<file path="config.mk">
export PLATFORM = sky130hd
export DESIGN_NAME = yuv_scaler_src_arb
export DESIGN_NICKNAME = d
export VERILOG_FILES = /design/src/rtl/yuv_scaler_pkg.sv /design/src/rtl/yuv_frame_tracker.sv /design/src/rtl/yuv_scaler_src_arb.sv
export SDC_FILE = /design/constraint.sdc
export NUM_CORES = 1
export LEC_CHECK = 0
export CAP_MARGIN = 5
export CORE_MARGIN = 2
export CORE_UTILIZATION = 43
export CTS_CLUSTER_DIAMETER = 100
export DETAILED_ROUTE_END_ITERATION = 10
export GPL_TIMING_DRIVEN = 1
export PLACE_DENSITY = 0.82
export SYNTH_ARGS = -nofsm -noshare
export SYNTH_HDL_FRONTEND = slang
export SYNTH_SLANG_ARGS = --single-unit
</file>
<file path="constraint.sdc">
create_clock -name clk_in -period 4.45 [get_ports clk_in]
set_input_delay 0.89 -clock clk_in [delete_from_list [all_inputs] [get_ports clk_in]]
set_output_delay 0.89 -clock clk_in [all_outputs]
set_load 0.03 [all_outputs]
</file>
<file path="src/rtl/yuv_scaler_pkg.sv">
// Shared definitions for the YUV scaler source arbiter: FSM/grant encodings,
// default stream geometry and the round-robin pick helper.
package yuv_scaler_pkg;

  localparam int DEFAULT_DATA_WIDTH      = 24;
  localparam int DEFAULT_LINES_PER_FRAME = 1080;

  // Grant one-hot constants (bit0 = s0, bit1 = s1)
  localparam logic [1:0] GNT_NONE = 2'b00;
  localparam logic [1:0] GNT_S0   = 2'b01;
  localparam logic [1:0] GNT_S1   = 2'b10;

  // FSM states share the grant encoding so the state register drives grant directly
  localparam logic [1:0] ST_IDLE = GNT_NONE;
  localparam logic [1:0] ST_GNT0 = GNT_S0;
  localparam logic [1:0] ST_GNT1 = GNT_S1;

  // Source identifiers used for last_served
  localparam logic SRC_S0 = 1'b0;
  localparam logic SRC_S1 = 1'b1;

  // Pick the next grant state from the two SOF requests; ties go to the
  // source that was not served last.
  function automatic logic [1:0] rr_pick(input logic req0, input logic req1,
                                         input logic last_served);
    if (req0 && req1) return (last_served == SRC_S1) ? ST_GNT0 : ST_GNT1;
    if (req0) return ST_GNT0;
    if (req1) return ST_GNT1;
    return ST_IDLE;
  endfunction

endpackage

</file>
<file path="src/rtl/yuv_frame_tracker.sv">
// Line/frame counting and mid-frame SOF detection for the granted source.
// Reports frame completion to the arbiter FSM and keeps per-source frame counts.
module yuv_frame_tracker
  import yuv_scaler_pkg::*;
#(
  parameter int LINES_PER_FRAME = DEFAULT_LINES_PER_FRAME
) (
  input  logic        clk_in,
  input  logic        reset,
  input  logic        active,
  input  logic        src_sel,
  input  logic        xfer,
  input  logic        beat_user,
  input  logic        beat_last,
  output logic        frame_done,
  output logic [15:0] frm_cnt0,
  output logic [15:0] frm_cnt1,
  output logic        sof_err
);

  localparam int LCW = (LINES_PER_FRAME > 1) ? $clog2(LINES_PER_FRAME) : 1;
  localparam logic [LCW-1:0] LAST_LINE = LCW'(LINES_PER_FRAME - 1);

  logic [LCW-1:0] line_cnt_q, line_cnt_d;
  logic           first_q, first_d;
  logic [15:0]    frm_cnt0_q, frm_cnt0_d;
  logic [15:0]    frm_cnt1_q, frm_cnt1_d;
  logic           sof_err_q, sof_err_d;
  logic           restart;
  logic [LCW-1:0] cur_line;

  // A tuser beat after the first beat of a grant restarts the frame count at line 0
  always_comb begin
    restart    = xfer & beat_user & ~first_q;
    cur_line   = restart ? '0 : line_cnt_q;
    frame_done = xfer & beat_last & (cur_line == LAST_LINE);

    line_cnt_d = line_cnt_q;
    first_d    = first_q;
    frm_cnt0_d = frm_cnt0_q;
    frm_cnt1_d = frm_cnt1_q;
    sof_err_d  = sof_err_q;

    if (!active) begin
      first_d = 1'b1;
    end else if (xfer) begin
      first_d = 1'b0;
    end

    if (restart) begin
      sof_err_d  = 1'b1;
      line_cnt_d = '0;
    end

    if (xfer && beat_last) begin
      line_cnt_d = frame_done ? '0 : (cur_line + LCW'(1));
    end

    if (frame_done) begin
      if (src_sel == SRC_S1) frm_cnt1_d = frm_cnt1_q + 16'd1;
      else                   frm_cnt0_d = frm_cnt0_q + 16'd1;
    end
  end

  // Counter and sticky-flag registers; reset abandons any partial frame
  always_ff @(posedge clk_in) begin
    if (reset) begin
      line_cnt_q <= '0;
      first_q    <= 1'b1;
      frm_cnt0_q <= 16'd0;
      frm_cnt1_q <= 16'd0;
      sof_err_q  <= 1'b0;
    end else begin
      line_cnt_q <= line_cnt_d;
      first_q    <= first_d;
      frm_cnt0_q <= frm_cnt0_d;
      frm_cnt1_q <= frm_cnt1_d;
      sof_err_q  <= sof_err_d;
    end
  end

  assign frm_cnt0 = frm_cnt0_q;
  assign frm_cnt1 = frm_cnt1_q;
  assign sof_err  = sof_err_q;

endmodule

</file>
<file path="src/rtl/yuv_scaler_src_arb.sv">
// Frame-granular round-robin arbiter sharing one YUV 2x scaler between two
// AXI-stream sources. Optional macro YUV_ARB_DROP_UNALIGNED_EN makes IDLE
// accept and discard non-SOF beats instead of stalling the source.
module yuv_scaler_src_arb
  import yuv_scaler_pkg::*;
#(
  parameter int DATA_WIDTH      = DEFAULT_DATA_WIDTH,
  parameter int LINES_PER_FRAME = DEFAULT_LINES_PER_FRAME
) (
  input  logic                  clk_in,
  input  logic                  reset,
  input  logic [DATA_WIDTH-1:0] s0_tdata,
  input  logic                  s0_tvalid,
  input  logic                  s0_tuser,
  input  logic                  s0_tlast,
  output logic                  s0_treadsy,
  input  logic [DATA_WIDTH-1:0] s1_tdata,
  input  logic                  s1_tvalid,
  input  logic                  s1_tuser,
  input  logic                  s1_tlast,
  output logic                  s1_treadsy,
  output logic [DATA_WIDTH-1:0] m_tdata,
  output logic                  m_tvalid,
  output logic                  m_tuser,
  output logic                  m_tlast,
  input  logic                  m_treadsy,
  output logic [1:0]            grant,
  output logic [15:0]           frm_cnt0,
  output logic [15:0]           frm_cnt1,
  output logic                  sof_err
);

  logic [1:0] state_q, state_d;
  logic       last_served_q, last_served_d;
  logic       req0, req1;
  logic       xfer;
  logic       frame_done;

  assign req0 = s0_tvalid & s0_tuser;
  assign req1 = s1_tvalid & s1_tuser;

  // Zero-latency stream mux toward the scaler, with ready routed back to the granted source
  always_comb begin
    m_tdata    = '0;
    m_tvalid   = 1'b0;
    m_tuser    = 1'b0;
    m_tlast    = 1'b0;
    s0_treadsy = 1'b0;
    s1_treadsy = 1'b0;
    case (state_q)
      ST_GNT0: begin
        m_tdata    = s0_tdata;
        m_tvalid   = s0_tvalid;
        m_tuser    = s0_tuser;
        m_tlast    = s0_tlast;
        s0_treadsy = m_treadsy;
      end
      ST_GNT1: begin
        m_tdata    = s1_tdata;
        m_tvalid   = s1_tvalid;
        m_tuser    = s1_tuser;
        m_tlast    = s1_tlast;
        s1_treadsy = m_treadsy;
      end
      default: begin
`ifdef YUV_ARB_DROP_UNALIGNED_EN
        s0_treadsy = s0_tvalid & ~s0_tuser;
        s1_treadsy = s1_tvalid & ~s1_tuser;
`else
        s0_treadsy = 1'b0;
        s1_treadsy = 1'b0;
`endif
      end
    endcase
    if (reset) begin
      m_tvalid   = 1'b0;
      s0_treadsy = 1'b0;
      s1_treadsy = 1'b0;
    end
  end

  assign xfer = m_tvalid & m_treadsy;

  // Arbitration FSM: grant on SOF request, release when the tracker reports frame end
  always_comb begin
    state_d       = state_q;
    last_served_d = last_served_q;
    case (state_q)
      ST_GNT0: begin
        if (frame_done) begin
          state_d       = ST_IDLE;
          last_served_d = SRC_S0;
        end
      end
      ST_GNT1: begin
        if (frame_done) begin
          state_d       = ST_IDLE;
          last_served_d = SRC_S1;
        end
      end
      default: begin
        state_d = rr_pick(req0, req1, last_served_q);
      end
    endcase
  end

  // State and round-robin history registers
  always_ff @(posedge clk_in) begin
    if (reset) begin
      state_q       <= ST_IDLE;
      last_served_q <= SRC_S1;
    end else begin
      state_q       <= state_d;
      last_served_q <= last_served_d;
    end
  end

  assign grant = state_q;

  yuv_frame_tracker #(
    .LINES_PER_FRAME(LINES_PER_FRAME)
  ) u_tracker (
    .clk_in    (clk_in),
    .reset     (reset),
    .active    (state_q != ST_IDLE),
    .src_sel   (state_q == ST_GNT1),
    .xfer      (xfer),
    .beat_user (m_tuser),
    .beat_last (m_tlast),
    .frame_done(frame_done),
    .frm_cnt0  (frm_cnt0),
    .frm_cnt1  (frm_cnt1),
    .sof_err   (sof_err)
  );

endmodule
</file>
# [Word-level counts from Yosys, hierarchy flattened]
# Cells that the tools add are included.
[totals] reg_bits=48 word_cells=68 out_inout_bits=64 inputBits=57
[classes] mux=33 bitwise=10 n_addsub=3 n_reduce_logical=9 n_eq_ne=6
[ops] operator="$pmux W24 S2" count=1
[ops] operator="$mux W11" count=3
[ops] operator="$add A16 B1 Y16 const B" count=2
[ops] operator="$mux W2" count=9
[ops] operator="$mux W1" count=16
[ops] operator="$add A11 B1 Y11 const B" count=1
[ops] operator="$eq A11 B11 Y1 const B" count=1
[ops] operator="$pmux W1 S2" count=4
[ops] operator="$and A1 B1 Y1" count=7
[ops] operator="$ne A2 B2 Y1 const B" count=2
[ops] operator="$reduce_and A2 Y1" count=2
[ops] operator="$reduce_bool A2 Y1" count=2
[ops] operator="$reduce_or A2 Y1" count=2
[ops] operator="$not A1 Y1" count=3
[ops] operator="$reduce_and A3 Y1" count=1
[ops] operator="$eq A2 B1 Y1 const B" count=1
[ops] operator="$eq A2 B2 Y1 const B" count=1
[ops] operator="$logic_and A1 B1 Y1" count=2
[ops] operator="$ne A2 B1 Y1 const B" count=1

# [Logic depth before layout (Yosys ltp)]
# Gate-level depths: netlist of the first run.
[depth] depth_word=13 mapped_depth=16 mapped_depth_nobuf=12

# [Hierarchy]
# From an unflattened synthesis of the first run, not the netlist that was laid out.
[unflattened] cells_unflattened=343 hier_area_um2=2989.1
[by_module_without_submodules] mod="yuv_frame_tracker" n_inst=1 area_each_um2=2339.7 cells_each=256 seq_area_each_um2=900.9
[by_module_without_submodules] mod="yuv_scaler_src_arb" n_inst=1 area_each_um2=649.4 cells_each=87 seq_area_each_um2=60.1

# [Worst setup path before layout of the first run]
# OpenSTA, ideal clock, no wires.
[synth_path] path_type="reg2reg" from="register state_q[0], in the netlist grant[0]" to="register u_tracker.frm_cnt0_q[15], in the netlist u_tracker.frm_cnt0[15]" path_slack_ps=1042 arrival_time_ps=3338 setup_ps=70 required_ps=4380 stages_incl_launch_ff=15 path_buffers=2 cell_sequence="dfxtp_1 > inv_1 > ha_1 > buf_4 > a22oi_1 > or2_2 > clkbuf_1 > nor2_1 > nor2b_1 > ha_1 > nand2_1 > or4_4 > or2_1 > or4_1 > a21oi_1"
[synth_via] elab_chain_cells=10 elab_cells_between_ends=15 classes_between="3 x eq/ne; 5 x mux; 6 x bitwise; 1 x reduce/logical"
[synth_rtl] element="start, declared" line_no="yuv_scaler_src_arb.sv:33" rtl="logic [1:0] state_q, state_d;"
[synth_rtl] element="start signal, assigned" line_no="yuv_scaler_src_arb.sv:113" rtl="state_q <= state_d;"
[synth_rtl] element="$eq A2 B2 Y1 / $eq A2 B1 Y1 (equally long branches)" line_no="yuv_scaler_src_arb.sv:50, yuv_scaler_src_arb.sv:126"
[synth_rtl] element="$pmux W1 S2" line_no="yuv_scaler_src_arb.sv:50" rtl="case (state_q)"
[synth_rtl] element="$mux W1" line_no="yuv_scaler_src_arb.sv:75" rtl="if (reset) begin"
[synth_rtl] element="$and A1 B1 Y1" line_no="yuv_scaler_src_arb.sv:82" rtl="assign xfer = m_tvalid & m_treadsy;"
[synth_rtl] element="$and A1 B1 Y1 (2 in a row)" line_no="yuv_frame_tracker.sv:34" rtl="restart = xfer & beat_user & ~first_q;"
[synth_rtl] element="$mux W11"
[synth_rtl] element="$eq A11 B11 Y1" line_no="yuv_frame_tracker.sv:36" rtl="frame_done = xfer & beat_last & (cur_line == LAST_LINE);"
[synth_rtl] element="$and A1 B1 Y1" line_no="yuv_frame_tracker.sv:36"
[synth_rtl] element="$reduce_and A2 Y1 (no line) *"
[synth_rtl] element="end signal, assigned" line_no="yuv_frame_tracker.sv:76" rtl="frm_cnt0_q <= frm_cnt0_d;"
[synth_rtl] element="end, declared" line_no="yuv_frame_tracker.sv:26" rtl="logic [15:0] frm_cnt0_q, frm_cnt0_d;"
# Every way passes the cells marked *; elsewhere a longest branch is shown, timed or not.
# A chain may end at the register's enable or synchronous reset.

# [Worst setup path after layout of the first run]
[layout_path] from="register state_q[0], in the netlist grant[0]" to="register u_tracker.line_cnt_q[9]"
[layout_via] elab_chain_cells=11 elab_cells_between_ends=17 classes_between="1 x add/sub; 3 x eq/ne; 7 x mux; 5 x bitwise; 1 x reduce/logical"
[layout_rtl] element="parallel branches: the longest is 10 deep, another holds $add A11 B1 Y11"
[layout_rtl] element="$mux W11 *" line_no="yuv_frame_tracker.sv:55" rtl="if (xfer && beat_last) begin"
[layout_rtl] element="end signal, assigned" line_no="yuv_frame_tracker.sv:74" rtl="line_cnt_q <= line_cnt_d;"
[layout_rtl] element="end, declared" line_no="yuv_frame_tracker.sv:24" rtl="logic [LCW-1:0] line_cnt_q, line_cnt_d;"
# Every way passes the cells marked *.

==> out/metrics.json, run 1 <==
{
  "outcome": {
    "run_status": "complete, no violations"
  },
  "setup_path": {
    "required_time_reported_for_the_critical_path_endpoint_ns": 4.69,
    "cp_max_fo": 35,
    "critical_path.slowest_cell": "ha_1",
    "cp-end-kind": "register",
    "timing.critical_path.cells": "inv_1 > ha_1 > nand2b_1 > or2_2 > nor2_1 > nor2b_1 > ha_1 > nand2_1 > or4_4 > buf_4 > nor2_1 > or3_1 > nor2_1",
    "critical_path.most_common_cell": "nor2_1",
    "critical_path_arrival_ns": 3.97,
    "setup.worst_path.start_class": "register",
    "critical-path-max-stage-delay_ns": 0.87,
    "worst-setup-path-type": "reg2reg"
  },
  "layout": {
    "final_net_count": 513,
    "design_area_sq_um": 4210,
    "layout-drive-gt1-share": 0.0710,
    "area.growth.synth_to_final_pct": 46.7,
    "antenna-diode-count": 0
  },
  "floorplan": {
    "core-area_sq_um": 6390,
    "design.portCount": 121,
    "placement_rows": 29,
    "die-area_sq_um": 7340,
    "initial_utilization": 0.449,
    "die_y_um": 85.7,
    "die-width_um": 85.7
  },
  "clocking": {
    "clk_pin_slew_ns": 0.09,
    "clockRootBuffer": "clkbuf_8",
    "tritoncts": "done",
    "cts-htree-levels": 2,
    "cts-buffers-inserted": 5,
    "cts_resized": 0,
    "ctsLongestPathBuffers": 2,
    "numClockSinks": 48,
    "post_cts.repair.setup_buffers": 0,
    "cts_hold_repair.buffers": 0,
    "clock_latency_of_the_later_clocked_register_in_the_worst_skew_pair_ns": 0.30
  },
  "synth": {
    "synthDominantAreaCellType": "dfxtp_1",
    "postSynthRegisterBits": 48,
    "synthArstFlopShare": 0,
    "yosys_warnings": 0,
    "synth_edf_count": 0,
    "yosysTopAreaCellShare": 0.335,
    "syn-cell-area_sq_um": 2870,
    "synth_nets": 402,
    "cell_types_occupying_the_most_area_after_synthesis": "dfxtp_1 (34%), xnor2_1 (7.6%), a22oi_1 (6.8%), nor2b_1 (6.8%), nor4_2 (6.5%)",
    "synthesis.area_per_instance_sq_um": 8.46,
    "synth_cell_type_count": 54,
    "synth_commonest_cells": "dfxtp_1 (48), nor2_1 (38), nor2b_1 (31)",
    "post_syn_instances": 339,
    "ys_seq_area_frac": 0.335,
    "synth_flop_cell": "dfxtp_1",
    "synthMostInstantiatedCell": "dfxtp_1"
  },
  "routing": {
    "drcViolationCount": 0,
    "post_drt_wl_per_cell_um": 15.4,
    "dr_total_vias": 2934,
    "via_per_inst": 5.56,
    "violation_count_after_the_first_detailed_route_iteration": 178,
    "drt_wl_total_um": 8120,
    "drtAntennaViolNets": 0,
    "first_pass_iters": 4
  },
  "placement": {
    "dp_hpwl_um": 6000,
    "numPortBuffers": 120,
    "place_area_sq_um": 4110,
    "placer_s_final_routability_congestion_estimate": 0.875
  },
  "global_route": {
    "grt_pass1_vias": 2727,
    "globalRouteTotalUtil": 0.221,
    "initial_antenna_violation_count": 0,
    "grt_overflow": 0,
    "largest_net_degree_at_the_start_of_global_routing": 38,
    "grt_first_pass_wirelength_um": 13200
  },
  "pwr": {
    "static-leakage-power_nw": 1.30,
    "vdd.ir_drop.worst_v": 0.000185,
    "power_dens_cells_nw_per_um2": 197
  },
  "run": {
    "max_cap_viol_count": 0
  },
  "timing": {
    "hold_viol_final": 0,
    "timing.slew.headroom": 0.413,
    "unrepaired_setup_endpoints_after_global_routing": "false",
    "period_needed_ns": 3.73,
    "worst-slew-pin-transition_ns": 0.881,
    "ratio_of_final_minimum_period_to_clock_period": 0.838,
    "final.setup_skew_ns": 0.00596,
    "totalNegativeSetupSlack_ns": 0,
    "final_setup_fails": 0,
    "max_freq_mhz": 268,
    "slew_viol_final": 0
  },
  "worst_hold_path": {
    "hp-class": "reg2reg"
  }
}
-- layout by cell type (no fill, tap or decap), types with 3 or more instances in the layout --
cell type,Yosys,final
a21oi_1,4,4
a22oi_1,26,26
and2_1,3,3
and3_1,6,6
and4_1,3,3
buf_4,2,6
clkbuf_8,0,6
clkdlybuf4s50_1,0,120
dfxtp_1,48,48
ha_1,6,6
inv_1,8,8
mux2i_1,3,3
nand2_1,20,20
nand3_1,16,16
nand4_1,4,4
nor2_1,38,38
nor2b_1,31,31
nor3_1,7,7
nor4_1,4,4
nor4_2,15,15
o211ai_1,4,4
o21ai_0,5,5
o31ai_1,4,4
xnor2_1,25,25
xor2_1,4,4
-- worst max-delay path: cells and delay by family (launching register included) --
family | cells | cell delay (ns)
and+or+nand+nor | 9 | 1.78
DFF | 1 | 0.39
buffers and inverters | 2 | 0.42
adders and majority gates | 2 | 1.08
-- area by class of cell --
cell class | count | area [sq um]
sequential | 48 | 961
inverter | 8 | 30.0
tap | 77 | 96.3
multi-input combinational | 261 | 1780
clock buffer | 7 | 86.3
fill | 554 | 2180
timing repair buffer | 126 | 1250
clock inverter | 1 | 7.51
-- final timing paths --
path / cells past startpoint / slack (ns) / end / startpoint
setup reg to reg: 13 / 0.72 / u_tracker.line_cnt_q[9] / grant[0]
hold reg to reg: 1 / 0.48 / u_tracker.first_q / u_tracker.first_q
setup / recovery: 13 / 0.72 / u_tracker.line_cnt_q[9] / grant[0]
hold / removal: 1 / 0.48 / u_tracker.first_q / u_tracker.first_q
-- flip-flops by register name, summed over array words and instances (netlist names) --
register,flops
last_served_q,1
u_tracker.line_cnt_q,11
u_tracker.first_q,1
grant,2
u_tracker.sof_err,1
u_tracker.frm_cnt0,16
u_tracker.frm_cnt1,16
-- layer usage --
layer	vias to the layer above	track usage	wire length, um
met5	-	0	0
met4	0	0.0592	92
met3	9	0.0385	436
met2	84	0.352	3970
li1	1437	-	-
met1	1404	0.308	3630
-- stage by stage --
stage	util	hold WS [ns]	instances	setup slack (ns)	total power [W]
2_1_floorplan	-	0.426	339	1.04	0.000497
3_3_place_gp	0.644	0.437	520	0.583	0.000568
3_5_place_dp	0.644	0.453	520	0.452	0.000570
4_1_cts	0.659	0.483	528	0.711	0.000839
5_1_grt	0.659	0.495	528	0.282	0.000866
6_report	0.659	0.480	528	0.721	0.000829
-- power by group --
part | switching, W | internal, W | leakage [nW]
Sequential | 0.00000105 | 0.000430 | 0.387
Combinational | 0.0000571 | 0.0000724 | 0.864
Clock | 0.000142 | 0.000126 | 0.0445
-- cell families after synthesis --
| logic type | count (synthesis) | synth area share |
|---|---|---|
| AND/OR/NAND/NOR | 164 | 0.342 |
| AO/OA/AOI/OAI | 58 | 0.150 |
| flip-flops | 48 | 0.335 |
| buffers and inverters | 30 | 0.0441 |
| XOR/XNOR | 29 | 0.0886 |
| adder cells (fa/ha/maj) | 6 | 0.0262 |
| multiplexers | 4 | 0.0144 |
Power figures use the tool's default switching activity.
==> run 2, diff against run 1 <==
==> constraint.sdc (replaced) <==
create_clock -name clk_in -period 3.7 [get_ports clk_in]
set_input_delay 0.74 -clock clk_in [delete_from_list [all_inputs] [get_ports clk_in]]
set_output_delay 0.74 -clock clk_in [all_outputs]
set_load 0.03 [all_outputs]
==> run 2 against run 1 <==
  * Wire length up 1.5%
  * Clock skew decreased by 0.0033 ns
  * Non-clock buffer count up 10
==> out/metrics.json, run 2 (synthesis gave the netlist of run 1 again) <==
{
  "outcome": {
    "run_status": {"value": "complete, no violations", "change": "unchanged"}
  },
  "routing": {
    "first_pass_iters": {"value": 4, "change": "unchanged"},
    "drcViolationCount": {"value": 0, "change": "unchanged"},
    "drt_wl_total": {"value": 8250, "unit": "um", "change": "was 8120 um"},
    "drtAntennaViolNets": {"value": 0, "change": "unchanged"},
    "via_per_inst": {"value": 5.52, "change": "was 5.56"},
    "violation_count_after_the_first_detailed_route_iteration": {"value": 147, "change": "was 178"},
    "dr_total_vias": {"value": 2964, "change": "was 2,934"},
    "post_drt_wl_per_cell": {"value": 15.4, "unit": "um", "change": "about the same"}
  },
  "timing": {
    "worst-slew-pin-transition": {"value": 0.439, "unit": "ns", "change": "was 0.881 ns"},
    "hold_viol_final": {"value": 0, "change": "unchanged"},
    "ratio_of_final_minimum_period_to_clock_period": 0.916,
    "timing.slew.headroom": {"value": 0.707, "change": "was 0.413"},
    "slew_viol_final": {"value": 0, "change": "unchanged"},
    "max_freq_mhz": 295,
    "totalNegativeSetupSlack": {"value": 0, "unit": "ns", "change": "unchanged"},
    "period_needed_ns": 3.39,
    "hold_ws": {"value": 0.478, "unit": "ns", "change": "was 0.480 ns"},
    "post-route-worst-setup-slack": {"value": 0.312, "unit": "ns", "change": "was 0.721 ns"},
    "final.setup_skew": {"value": 0.00267, "unit": "ns", "change": "was 0.00596 ns"},
    "unrepaired_setup_endpoints_after_global_routing": {"value": "false", "change": "unchanged"},
    "final_setup_fails": {"value": 0, "change": "unchanged"}
  },
  "pwr": {
    "static-leakage-power": {"value": 1.35, "unit": "nW", "change": "was 1.30 nW"},
    "p_total": {"value": 0.00101, "unit": "W", "change": "was 0.000829 W"},
    "vdd.ir_drop.worst": {"value": 0.000198, "unit": "V", "change": "was 0.000185 V"},
    "power_dens_cells": {"value": 237, "unit": "nW/um^2", "change": "was 197 nW/um^2"}
  },
  "global_route": {
    "grt_pass1_vias": {"value": 2737, "change": "was 2,727"},
    "initial_antenna_violation_count": {"value": 0, "change": "unchanged"},
    "grt_first_pass_wirelength": {"value": 13000, "unit": "um", "change": "was 13,200 um"},
    "largest_net_degree_at_the_start_of_global_routing": {"value": 37, "change": "was 38"},
    "grt_overflow": {"value": 0, "change": "unchanged"},
    "globalRouteTotalUtil": {"value": 0.216, "change": "was 0.221"}
  },
  "setup_path": {
    "timing.critical_path.cells": {"value": "clkdlybuf4s50_1 > a22oi_1 > or2_2 > nor2_1 > nor2b_1 > ha_1 > nand2_1 > or4_4 > buf_4 > nor3_1 > a21oi_1 > o21a_1", "change": "was inv_1 > ha_1 > nand2b_1 > or2_2 > nor2_1 > nor2b_1 > ha_1 > nand2_1 > or4_4 > buf_4 > nor2_1 > or3_1 > nor2_1"},
    "critical-path-max-stage-delay": {"value": 0.48, "unit": "ns", "change": "was 0.87 ns"},
    "crit_family": {"value": "simple AND/OR/NAND/NOR gates", "change": "unchanged"},
    "r2r_start": {"value": "grant[1]", "change": "was grant[0]"},
    "critical_path_arrival": {"value": 3.58, "unit": "ns", "change": "was 3.97 ns"},
    "cp-end-kind": {"value": "register", "change": "unchanged"},
    "worst-setup-path-type": {"value": "in2reg", "change": "was reg2reg"},
    "worst_setup_path_startpoint": {"value": "s1_tuser", "change": "was grant[0]"},
    "setup.worst_path.start_class": {"value": "input pin", "change": "was register"},
    "timing.critical_path.buf_inv": {"value": 2, "change": "unchanged"},
    "cp_max_fo": {"value": 22, "change": "was 35"},
    "required_time_reported_for_the_critical_path_endpoint": {"value": 3.90, "unit": "ns", "change": "was 4.69 ns"},
    "critical_path.slowest_cell": {"value": "or4_4", "change": "was ha_1"}
  },
  "placement": {
    "place_ws": {"value": 0.0230, "unit": "ns", "change": "was 0.452 ns"},
    "post-place-cells": {"value": 530, "change": "was 520"},
    "numPortBuffers": {"value": 120, "change": "unchanged"},
    "dp_hpwl": {"value": 6190, "unit": "um", "change": "was 6000 um"},
    "placer_s_final_routability_congestion_estimate": {"value": 0.838, "change": "was 0.875"}
  },
  "layout": {
    "layout.cells.non_filler": {"value": 537, "change": "was 528"},
    "final_cell_mix": {"value": "clkdlybuf4s50_1 (118), dfxtp_1 (48), nor2_1 (38)", "change": "was clkdlybuf4s50_1 (120), dfxtp_1 (48), nor2_1 (38)"},
    "layout-drive-gt1-share": {"value": 0.0957, "change": "was 0.0710"},
    "antenna-diode-count": {"value": 0, "change": "unchanged"},
    "most_common_library_cell_in_the_layout_ignoring_fill_and_taps": {"value": "clkdlybuf4s50_1", "change": "unchanged"},
    "area.growth.synth_to_final": {"value": 49.3, "unit": "%", "change": "was 46.7%"},
    "final_net_count": {"value": 523, "change": "was 513"}
  },
  "floorplan": {
    "die-area": {"value": 7340, "unit": "sq um", "change": "unchanged"},
    "design.portCount": {"value": 121, "change": "unchanged"},
    "die-width": {"value": 85.7, "unit": "um", "change": "unchanged"},
    "die_y": {"value": 85.7, "unit": "um", "change": "unchanged"},
    "initial_utilization": {"value": 0.449, "change": "unchanged"},
    "placement_rows": {"value": 29, "change": "unchanged"},
    "core-area": {"value": 6390, "unit": "sq um", "change": "unchanged"}
  },
  "clocking": {
    "post_cts.repair.setup_buffers": {"value": 0, "change": "unchanged"},
    "cts_hold_repair.buffers": {"value": 0, "change": "unchanged"},
    "clockRootBuffer": {"value": "clkbuf_8", "change": "unchanged"},
    "cts-htree-levels": {"value": 2, "change": "unchanged"},
    "clk_pin_slew": {"value": 0.08, "unit": "ns", "change": "was 0.09 ns"},
    "cts_resized": {"value": 0, "change": "unchanged"},
    "ctsLongestPathBuffers": {"value": 2, "change": "unchanged"},
    "tritoncts": {"value": "done", "change": "unchanged"},
    "cts-buffers-inserted": {"value": 5, "change": "unchanged"},
    "numClockSinks": {"value": 48, "change": "unchanged"},
    "clock_latency_of_the_later_clocked_register_in_the_worst_skew_pair": {"value": 0.29, "unit": "ns", "change": "was 0.30 ns"}
  },
  "run": {
    "max_cap_viol_count": {"value": 0, "change": "unchanged"}
  },
  "worst_hold_path": {
    "hold_path_startpoint": {"value": "u_tracker.first_q", "change": "unchanged"},
    "hp-class": {"value": "reg2reg", "change": "unchanged"}
  }
}
==> run 2: changes by cell type in the layout (fill, tap and decap cells not counted), sizes merged <==
cell,change
buf,+12
clkinvlp,-1
clkdlybuf4s50,-2
==> run 2: area by class of cell <==
class	count	area [sq um]
clock buffer	7	96.3
fill	521	2110
inverter	8	30.0
multi-input combinational	261	1780
sequential	48	961
tap	77	96.3
timing repair buffer	136	1320
==> run 2: per-layer routing <==
metal  share of wire  GRT usage
met2            0.49      0.354
met1            0.45      0.289
met4          0.0076     0.0592
met5               0          0
met3           0.058     0.0433
==> run 2: through the flow <==
stage / area, sq um / util
3_3_place_gp: 4180 / 0.655
4_1_cts: 4280 / 0.670
2_1_floorplan: 2870 / -
5_1_grt: 4280 / 0.670
6_report: 4280 / 0.670
3_5_place_dp: 4180 / 0.655
==> run 2: path summary, 6_finish.rpt <==
| path | slack, ns | end | cells past startpoint |
|---|---|---|---|
| min | 0.48 | u_tracker.first_q | 1 |
| max reg2reg | 0.34 | u_tracker.frm_cnt0[14] | 13 |
| min reg2reg | 0.48 | u_tracker.first_q | 1 |
| max | 0.31 | u_tracker.frm_cnt0[14] | 12 |
==> run 2: report_power, final <==
part | switching (W) | internal, W | leakage [nW]
Clock | 0.000169 | 0.000167 | 0.0503
Sequential | 0.00000127 | 0.000517 | 0.387
Combinational | 0.0000690 | 0.0000910 | 0.916
Total | 0.000239 | 0.000775 | 1.35
==> run 3, diff against run 2 <==
--- a/config.mk
+++ b/config.mk
@@ -7,11 +7,12 @@
 export LEC_CHECK = 0
 export CAP_MARGIN = 5
 export CORE_MARGIN = 2
-export CORE_UTILIZATION = 43
+export CORE_UTILIZATION = 45
 export CTS_CLUSTER_DIAMETER = 100
 export DETAILED_ROUTE_END_ITERATION = 10
+export DONT_BUFFER_PORTS = 1
 export GPL_TIMING_DRIVEN = 1
-export PLACE_DENSITY = 0.82
+export PLACE_DENSITY = 0.61
 export SYNTH_ARGS = -nofsm -noshare
 export SYNTH_HDL_FRONTEND = slang
 export SYNTH_SLANG_ARGS = --single-unit
==> run 3 against run 2 <==
  * Combinational power shrank 54%
  * Die area down 4.2%
  * Total power down 9.6%
  * Worst setup slack better by 0.099 ns
  * Sequential power barely moved
  * Fmax rose by 3.0%
  * Count of clock-buffer cells in the layout is 1 higher
  * Core utilization decreased by 18 points
  * Critical path depth stayed put
  * Design area shrank 29%
  * Global-route usage shrank 4.1 points
  * Cell count down 23%
  * Critical path type is now reg2reg
  * Highest routed layer unchanged
==> out/metrics.json, run 3 (synthesis gave the netlist of run 1 again) <==
{
  "clocking": {
    "clock_latency_of_the_later_clocked_register_in_the_worst_skew_pair": {"value": 0.30, "unit": "ns", "change": "was 0.29 ns"},
    "ctsLongestPathBuffers": {"value": 2, "change": "unchanged"},
    "post_cts.repair.setup_buffers": {"value": 0, "change": "unchanged"},
    "cts_hold_repair.buffers": {"value": 0, "change": "unchanged"},
    "tritoncts": {"value": "done", "change": "unchanged"},
    "clockRootBuffer": {"value": "clkbuf_8", "change": "unchanged"},
    "clk_pin_slew": {"value": 0.09, "unit": "ns", "change": "was 0.08 ns"},
    "cts_resized": {"value": 0, "change": "unchanged"},
    "numClockSinks": {"value": 48, "change": "unchanged"},
    "cts-htree-levels": {"value": 2, "change": "unchanged"},
    "cts-buffers-inserted": {"value": 5, "change": "unchanged"}
  },
  "timing": {
    "ratio_of_final_minimum_period_to_clock_period": {"value": 0.889, "change": "was 0.916"},
    "hold_ws": {"value": 0.498, "unit": "ns", "change": "was 0.478 ns"},
    "worst-slew-pin-transition": {"value": 0.785, "unit": "ns", "change": "was 0.439 ns"},
    "hold_viol_final": {"value": 0, "change": "unchanged"},
    "totalNegativeSetupSlack": {"value": 0, "unit": "ns", "change": "unchanged"},
    "max_freq": {"value": 304, "unit": "MHz", "change": "was 295 MHz"},
    "final_setup_fails": {"value": 0, "change": "unchanged"},
    "unrepaired_setup_endpoints_after_global_routing": {"value": "false", "change": "unchanged"},
    "timing.slew.headroom": {"value": 0.472, "change": "was 0.707"},
    "slew_viol_final": {"value": 0, "change": "unchanged"},
    "final.setup_skew": {"value": 0.00747, "unit": "ns", "change": "was 0.00267 ns"},
    "post-route-worst-setup-slack": {"value": 0.411, "unit": "ns", "change": "was 0.312 ns"},
    "period_needed": {"value": 3.29, "unit": "ns", "change": "was 3.39 ns"}
  },
  "setup_path": {
    "cp-end-kind": {"value": "register", "change": "unchanged"},
    "setup.worst_path.start_class": {"value": "register", "change": "was input pin"},
    "critical_path.most_common_cell": "ha_1",
    "timing.critical_path.cells": {"value": "inv_1 > ha_1 > nand2b_1 > or2_2 > nor2_1 > nor2b_1 > ha_1 > nand2_1 > or4_4 > or2_1 > or4_1 > a21oi_1", "change": "was clkdlybuf4s50_1 > a22oi_1 > or2_2 > nor2_1 > nor2b_1 > ha_1 > nand2_1 > or4_4 > buf_4 > nor3_1 > a21oi_1 > o21a_1"},
    "required_time_reported_for_the_critical_path_endpoint": {"value": 3.94, "unit": "ns", "change": "was 3.90 ns"},
    "critical-path-max-stage-delay": {"value": 0.56, "unit": "ns", "change": "was 0.48 ns"},
    "r2r_slack": {"value": 0.41, "unit": "ns", "change": "was 0.34 ns"},
    "cp_max_fo": {"value": 14, "change": "was 22"},
    "critical_path_arrival": {"value": 3.53, "unit": "ns", "change": "was 3.58 ns"},
    "worst-setup-path-type": {"value": "reg2reg", "change": "was in2reg"},
    "critical_path.slowest_cell": {"value": "or4_1", "change": "was or4_4"}
  },
  "global_route": {
    "grt_pass1_vias": {"value": 2075, "change": "was 2,737"},
    "grt_most_used_layer": {"value": "met2", "change": "unchanged"},
    "largest_net_degree_at_the_start_of_global_routing": {"value": 42, "change": "was 37"},
    "grt_use_met3": {"value": 0.0465, "change": "was 0.0433"},
    "grt_first_pass_wirelength": {"value": 10300, "unit": "um", "change": "was 13,000 um"},
    "grt.met2_usage": {"value": 0.271, "change": "was 0.354"},
    "grt.met1_usage": {"value": 0.238, "change": "was 0.289"},
    "grt_overflow": {"value": 0, "change": "unchanged"},
    "initial_antenna_violation_count": {"value": 0, "change": "unchanged"},
    "globalRouteTotalUtil": {"value": 0.175, "change": "was 0.216"}
  },
  "routing": {
    "drt_wl_total": {"value": 6390, "unit": "um", "change": "was 8250 um"},
    "drtAntennaViolNets": {"value": 0, "change": "unchanged"},
    "first_pass_iters": {"value": 4, "change": "unchanged"},
    "via_per_inst": {"value": 5.88, "change": "was 5.52"},
    "dr_total_vias": {"value": 2422, "change": "was 2,964"},
    "drcViolationCount": {"value": 0, "change": "unchanged"},
    "post_drt_wl_per_cell": {"value": 15.5, "unit": "um", "change": "was 15.4 um"},
    "violation_count_after_the_first_detailed_route_iteration": {"value": 114, "change": "was 147"}
  },
  "layout": {
    "layout.cells.non_filler": {"value": 412, "change": "was 537"},
    "multi_input_area": {"value": 1780, "unit": "sq um", "change": "unchanged"},
    "final_cell_mix": {"value": "dfxtp_1 (48), nor2_1 (38), nor2b_1 (31)", "change": "was clkdlybuf4s50_1 (118), dfxtp_1 (48), nor2_1 (38)"},
    "most_common_library_cell_in_the_layout_ignoring_fill_and_taps": {"value": "dfxtp_1", "change": "was clkdlybuf4s50_1"},
    "area.growth.synth_to_final": {"value": 5.76, "unit": "%", "change": "was 49.3%"},
    "final_net_count": {"value": 397, "change": "was 523"},
    "area_of_all_sequential_standard_cells": {"value": 961, "unit": "sq um", "change": "unchanged"},
    "final.fill_count": {"value": 614, "change": "was 521"},
    "layout-drive-gt1-share": {"value": 0.104, "change": "was 0.0957"},
    "antenna-diode-count": {"value": 0, "change": "unchanged"}
  },
  "placement": {
    "dp_hpwl": {"value": 4520, "unit": "um", "change": "was 6190 um"},
    "placer_s_final_routability_congestion_estimate": {"value": 0.811, "change": "was 0.838"},
    "numPortBuffers": {"value": 0, "change": "was 120"},
    "place_ws": {"value": 0.390, "unit": "ns", "change": "was 0.0230 ns"},
    "post-place-cells": {"value": 404, "change": "was 530"}
  },
  "pwr": {
    "combinationalPowerShare": {"value": 0.081, "change": "was 0.158"},
    "power.sequential.fraction": {"value": 0.565, "change": "was 0.511"},
    "power_dens_cells": {"value": 302, "unit": "nW/um^2", "change": "was 237 nW/um^2"},
    "static-leakage-power": {"value": 0.881, "unit": "nW", "change": "was 1.35 nW"},
    "p_int": {"value": 0.000697, "unit": "W", "change": "was 0.000775 W"},
    "swShare": {"value": 0.240, "change": "was 0.236"},
    "p_switching": {"value": 0.000220, "unit": "W", "change": "was 0.000239 W"},
    "pwr-share-clk": {"value": 0.354, "change": "was 0.331"},
    "vdd.ir_drop.worst": {"value": 0.000190, "unit": "V", "change": "was 0.000198 V"}
  },
  "floorplan": {
    "initial_utilization": {"value": 0.460, "change": "was 0.449"},
    "placement_rows": {"value": 29, "change": "unchanged"},
    "die_y": {"value": 83.8, "unit": "um", "change": "was 85.7 um"},
    "die-width": {"value": 83.8, "unit": "um", "change": "was 85.7 um"},
    "core-area": {"value": 6240, "unit": "sq um", "change": "was 6390 sq um"},
    "die-area": {"value": 7030, "unit": "sq um", "change": "was 7340 sq um"},
    "design.portCount": {"value": 121, "change": "unchanged"}
  },
  "worst_hold_path": {
    "hp-class": {"value": "reg2reg", "change": "unchanged"}
  },
  "run": {
    "max_cap_viol_count": {"value": 0, "change": "unchanged"}
  },
  "outcome": {
    "run_status": {"value": "complete, no violations", "change": "unchanged"}
  }
}
run 3: cell count changes in the layout (fill, tap and decap cells not counted):
cell	change
clkbuf_1	+2
buf_4	-8
clkbuf_8	-1
clkdlybuf4s50_1	-118
run 3: metrics by stage:
step           area (sq um)  utilization  power [W]
5_1_grt                3030        0.486   0.000951
6_report               3030        0.486   0.000917
4_1_cts                3030        0.486   0.000927
3_3_place_gp           2940        0.472   0.000604
2_1_floorplan          2870            -   0.000598
3_5_place_dp           2940        0.472   0.000605
run 3: final timing paths:
path	startpoint	endpoint	depth (start not counted)
worst max-delay path	grant[0]	u_tracker.frm_cnt0[15]	12
worst min-delay path	u_tracker.first_q	u_tracker.first_q	1
worst max register to register	grant[0]	u_tracker.frm_cnt0[15]	12
worst min register to register	u_tracker.first_q	u_tracker.first_q	1
run 3: final cells by class:
cell class | count | share of cell area
multi-input combinational | 261 | 0.587
sequential | 48 | 0.317
tap | 77 | 0.0318
clock buffer | 8 | 0.0297
timing repair buffer | 10 | 0.0248
inverter | 8 | 0.00990
run 3: power groups by stage:
stage	Clock (W)	Sequential (W)	Combinational (W)
global placement	0	0.000530	0.0000737
finish	0.000324	0.000518	0.0000744
global route	0.000351	0.000519	0.0000808
detailed placement	0	0.000531	0.0000747
CTS	0.000334	0.000518	0.0000750
floorplan	0	0.000533	0.0000653
run 3: critical path, delay by kind of cell (launching register included):
family	cells	cell delay, ns
AOI/OAI and AO/OA	1	0.15
DFF	1	0.39
and+or+nand+nor	8	2.04
buffers and inverters	1	0.08
adders and majority gates	2	0.55
run 3: metal layers:
metal,part of all wire,vias to the layer above
li1,-,1206
met1,0.47,1143
met2,0.47,66
met3,0.055,7
met4,0.012,0
met5,0,-
